--- src/rtl/uart_tx_feeder.sv ---
// uart_tx_feeder: FIFO-buffered launcher for UART_driver.
// Pops one word at a time, raises a clean start edge and tracks the frame.
module uart_tx_feeder #(
    parameter int DEPTH         = 16,
    parameter int DATA_W        = 9,
    parameter int START_TIMEOUT = 64,
    parameter int GAP_CYCLES    = 2
) (
    input  logic                       clk,
    input  logic                       rst,
    input  logic                       in_valid,
    input  logic [DATA_W-1:0]          in_data,
    output logic                       in_ready,
    output logic [DATA_W-1:0]          uart_data,
    output logic                       uart_start,
    input  logic                       uart_busy,
    input  logic                       uart_ready,
    output logic [$clog2(DEPTH+1)-1:0] fifo_count,
    output logic                       tx_done,
    output logic                       timeout_err,
    input  logic                       clear_err
);

    localparam int AW = $clog2(DEPTH);
    localparam int CW = $clog2(DEPTH + 1);
    localparam int TW = $clog2(START_TIMEOUT + GAP_CYCLES + 1);

    typedef enum logic [1:0] {
        IDLE      = 2'd0,
        LAUNCH    = 2'd1,
        WAIT_DONE = 2'd2,
        GAP       = 2'd3
    } state_t;

    state_t              state;
    logic [TW-1:0]       timer;
    logic [DATA_W-1:0]   mem [DEPTH];
    logic [AW-1:0]       wr_ptr;
    logic [AW-1:0]       rd_ptr;
    logic                push;
    logic                pop;
    logic [CW-1:0]       count_next;

    // Handshake accept and launch (pop) decisions
    always_comb begin
        push = in_valid && in_ready;
        pop  = (state == IDLE) && (fifo_count != '0)
               && uart_ready && !uart_busy;
    end

    // Next occupancy from push/pop combination
    always_comb begin
        count_next = fifo_count;
        unique case ({push, pop})
            2'b10:   count_next = fifo_count + CW'(1);
            2'b01:   count_next = fifo_count - CW'(1);
            default: count_next = fifo_count;
        endcase
    end

    // FIFO storage write; contents need no reset
    always_ff @(posedge clk) begin
        if (push) begin
            mem[wr_ptr] <= in_data;
        end
    end

    // Pointers, occupancy and registered ready
    always_ff @(posedge clk) begin
        if (!rst) begin
            wr_ptr     <= '0;
            rd_ptr     <= '0;
            fifo_count <= '0;
            in_ready   <= 1'b0;
        end else begin
            if (push) begin
                wr_ptr <= wr_ptr + AW'(1);
            end
            if (pop) begin
                rd_ptr <= rd_ptr + AW'(1);
            end
            fifo_count <= count_next;
            in_ready   <= (count_next < CW'(DEPTH));
        end
    end

    // Launch FSM; start goes high one cycle into LAUNCH so the
    // driver always sees at least one low cycle before the edge
    always_ff @(posedge clk) begin
        if (!rst) begin
            state       <= IDLE;
            uart_start  <= 1'b0;
            uart_data   <= '0;
            tx_done     <= 1'b0;
            timeout_err <= 1'b0;
            timer       <= '0;
        end else begin
            tx_done <= 1'b0;
            if (clear_err) begin
                timeout_err <= 1'b0;
            end
            unique case (state)
                IDLE: begin
                    uart_start <= 1'b0;
                    if (pop) begin
                        uart_data <= mem[rd_ptr];
                        timer     <= '0;
                        state     <= LAUNCH;
                    end
                end
                LAUNCH: begin
                    if (uart_busy) begin
                        uart_start <= 1'b0;
                        state      <= WAIT_DONE;
                    end else if (timer == TW'(START_TIMEOUT - 1)) begin
                        uart_start  <= 1'b0;
                        timeout_err <= 1'b1;
                        timer       <= '0;
                        state       <= GAP;
                    end else begin
                        uart_start <= 1'b1;
                        timer      <= timer + TW'(1);
                    end
                end
                WAIT_DONE: begin
                    uart_start <= 1'b0;
                    if (!uart_busy && uart_ready) begin
                        tx_done <= 1'b1;
                        timer   <= '0;
                        state   <= GAP;
                    end
                end
                GAP: begin
                    uart_start <= 1'b0;
                    if (timer == TW'(GAP_CYCLES - 1)) begin
                        timer <= '0;
                        state <= IDLE;
                    end else begin
                        timer <= timer + TW'(1);
                    end
                end
                default: begin
                    uart_start <= 1'b0;
                    state      <= IDLE;
                end
            endcase
        end
    end

endmodule
--- config.mk ---
export PLATFORM = sky130hd
export DESIGN_NAME = uart_tx_feeder
export DESIGN_NICKNAME = d
export VERILOG_FILES = /design/src/rtl/uart_tx_feeder.sv
export SDC_FILE = /design/constraint.sdc
export NUM_CORES = 1
export LEC_CHECK = 0
export BUFFER_PORTS_ARGS = -buffer_cell sky130_fd_sc_hd__buf_4
export CAP_MARGIN = 15
export CORE_ASPECT_RATIO = 1.4
export CORE_MARGIN = 4
export CORE_UTILIZATION = 50
export CTS_BUF_LIST = sky130_fd_sc_hd__clkbuf_8 sky130_fd_sc_hd__clkbuf_16
export DETAILED_ROUTE_END_ITERATION = 12
export PLACE_DENSITY = 0.67
export SYNTH_ARGS = -nofsm -noshare
export SYNTH_HDL_FRONTEND = slang
export SYNTH_SLANG_ARGS = --single-unit
--- constraint.sdc ---
create_clock -name clk -period 5.8 [get_ports clk]
set_input_delay 0.87 -clock clk [delete_from_list [all_inputs] [get_ports clk]]
set_output_delay 0.87 -clock clk [all_outputs]
set_load 0.05 [all_outputs]
==> impl_metrics.json <==
{
  "run_status": "finished, final reports clean",
  "drc": 0,
  "met2_length_mm": 7.16,
  "hpwl_mm": 9.17,
  "synthCells": 472,
  "final.setup.tns_ns": 0,
  "grt_util_all_layers_pct": 18.6,
  "wl_met3_um": 926,
  "drtIter0Drc": 314,
  "worst_slew_pin_slew_ns": 0.927,
  "n_fill_cell": 1104,
  "synth.most_common_cell": "edfxtp_1",
  "ioPinCount": 33,
  "synthToLayoutAreaGrowth_pct": 14.0,
  "ant_nets": 0,
  "path_clk_slew_ns": 0.07,
  "fin_nets": 538,
  "grt_pass1_wl_mm": 22.3,
  "htree_levels": 4,
  "cp_data_required_time_ns": 6.10,
  "synth_edf_count": 144,
  "yosysUniqueCellTypes": 44,
  "path_max_fanout": 23,
  "grt_max_degree": 58,
  "dieHeight_um": 150,
  "cts.sinks": 179,
  "clock_path_buffers": 2,
  "synth_common_cells": "144 x edfxtp_1, 40 x mux2i_1, 36 x nor2_1",
  "grt-ovfl-total": 0,
  "maxSlewHeadroom_pct": 38.2,
  "wl_met1_mm": 5.78,
  "place_congestion": 0.723,
  "min_period_over_period_pct": 59.1,
  "power_density_nw_per_um2": 343,
  "synth_area_leaders": "edfxtp_1 60%, dfxtp_1 9.7%, mux4_2 5.6%",
  "dieWidth_um": 110,
  "hold_slack_ns": 0.475,
  "synth_area_um2": 7230,
  "path_cells": "buf_4 -> nor2b_1 -> o311a_1 -> ha_1 -> inv_1 -> fa_1 -> nor2b_1 -> o21ai_0 -> nand3_1 -> or3b_2 -> mux2i_1",
  "synth_area_per_cell_um2": 15.3,
  "routed_wl_mm": 14.2,
  "setup_viol": 0,
  "postCtsSetupBuffers": 0,
  "drive_gt1_share_pct": 17.7,
  "synth_top_area_share_pct": 59.8,
  "rsz0062_at_grt": "false",
  "num_vias": 4062,
  "critPathMostFrequentCell": "nor2b_1",
  "n_antenna_cell": 0,
  "grt_pass1_vias": 4029,
  "initial_core_util_pct": 51.5,
  "drv_slew": 0,
  "finalCriticalPeriod_ns": 3.43,
  "antenna_found_initial": 0,
  "start_kind": "primary input",
  "maxUsedRoutingLayer": "met4",
  "cts_root_buffer": "clkbuf_16",
  "async_reset_ff_share_pct": 0,
  "irDropWorstVdd_uv": 174,
  "drt_pass1_iterations": 4,
  "wl_per_cell_um": 20.1,
  "maxCapViolations": 0,
  "p_leak_nw": 2.68,
  "critPathSlowestCell": "o311a_1",
  "cts_buffers": 17,
  "worstSetupEndpointType": "register",
  "num_rows": 51,
  "critPathKind": "in2reg",
  "clock_latency_ns": 0.42,
  "yosys.area.top_type": "edfxtp_1",
  "timing.fmax_mhz": 292,
  "cts_resized": 0,
  "yosys_warnings": 0,
  "hold_path.class": "reg2reg",
  "ys_seq_area_share_pct": 69.5,
  "fin_skew_ns": 0.0108,
  "routed_via_density": 5.77,
  "syn-num-nets": 504,
  "hold_buffers": 0,
  "core_um2": 14000,
  "hold_viol": 0,
  "cp.arrival_ns": 3.73,
  "cpPeakStageDelay_ns": 0.67,
  "numPortBuffers": 32,
  "ys_ff_latch": 179,
  "cts_tree": "built",
  "synthFlopType": "edfxtp_1",
  "die_area_um2": 16500
}
layout by cell type, fill, tap and decap left out, types with 3 or more instances in the layout:
cell type   netlist  final
nor3_1            7      7
o21ai_0          13     13
dfxtp_1          35     34
ha_1             16     16
a22oi_1           9      9
o211ai_1          3      3
o22ai_1          19     19
mux2i_1          40     40
clkinvlp_4        0      3
nand2b_1          7      7
a21oi_1           7      7
inv_6             0      4
mux4_2           18     18
nor2_1           36     36
nand3_1           5      5
buf_4             0     38
a31oi_1          10     10
xor2_1            6      6
nand4_1           3      3
edfxtp_1        144    144
inv_8             0      4
nand2_1          21     21
o2bb2ai_1         6      6
inv_1            11     11
nor2b_1           7      7
clkbuf_16         0     17
critical path, delay by kind of cell:
| kind | cells | cell delay, ns |
|---|---|---|
| AO/OA/AOI/OAI | 2 | 0.81 |
| adder cells (fa/ha/maj) | 2 | 0.73 |
| buffers and inverters | 2 | 0.23 |
| multiplexers | 1 | 0.14 |
| AND/OR/NAND/NOR | 4 | 0.95 |
cell type report:
cell class	instances	area, um^2	area share, %
Timing Repair Buffer	38	285	3.46
Sequential cell	179	5030	60.9
Multi-Input combinational cell	258	2070	25.1
Inverter	12	45.0	0.546
Tap cell	185	231	2.81
Clock inverter	15	161	1.96
Clock buffer	17	425	5.16
final timing paths:
path / from / endpoint / slack, ns / cells past startpoint
hold / removal: timeout_err / timeout_err / 0.47 / 2
setup reg to reg: state[0] / register / 2.46 / 11
setup / recovery: uart_busy / register / 2.37 / 11
hold reg to reg: timeout_err / timeout_err / 0.47 / 2
metal layers:
| layer | vias to the layer above | GRT usage, % |
|---|---|---|
| li1 | 1894 | - |
| met1 | 2000 | 25.0 |
| met3 | 23 | 4.72 |
| met2 | 145 | 29.6 |
| met4 | 0 | 6.30 |
| met5 | - | 0 |
where the power goes:
group | internal (mW) | total, mW | switching, mW
sequential | 1.41 | 1.43 | 0.0176
clock | 0.612 | 1.13 | 0.519
combinational | 0.0975 | 0.271 | 0.174
total | 2.12 | 2.83 | 0.710
stage by stage:
stage          cell area [um^2]  util [%]  cells  power, mW  worst slack, ns
6_report                   8250      58.7    704       2.83             2.37
5_1_grt                    8250      58.7    704       2.93             2.11
4_1_cts                    8250      58.7    704       2.85             2.41
3_5_place_dp               7660      54.6    672       1.73             1.96
3_3_place_gp               7660      54.6    672       1.72             2.10
2_1_floorplan              7230         -    472       1.64             2.49
state kept, by name, summed over array words and instances (netlist names), named ones only:
register     cells
fifo_count       4
in_ready         1
mem            144
rd_ptr           4
state            2
timeout_err      1
timer            7
tx_done          1
uart_data        9
uart_start       1
wr_ptr           4
cells by family (layout without fill, tap and decap cells):
group           count (synthesis)  count (layout)  share of synthesized area [%]
buf+inv                        35              82                           1.87
flops                         179             179                           69.5
fa+ha+maj                      17              17                           3.04
compound gates                 76              76                           6.94
mux                            58              58                           11.1
xor+xnor                        8               8                          0.969
simple gates                   99              99                           6.56
No activity file was read; power rests on OpenSTA's default activity.
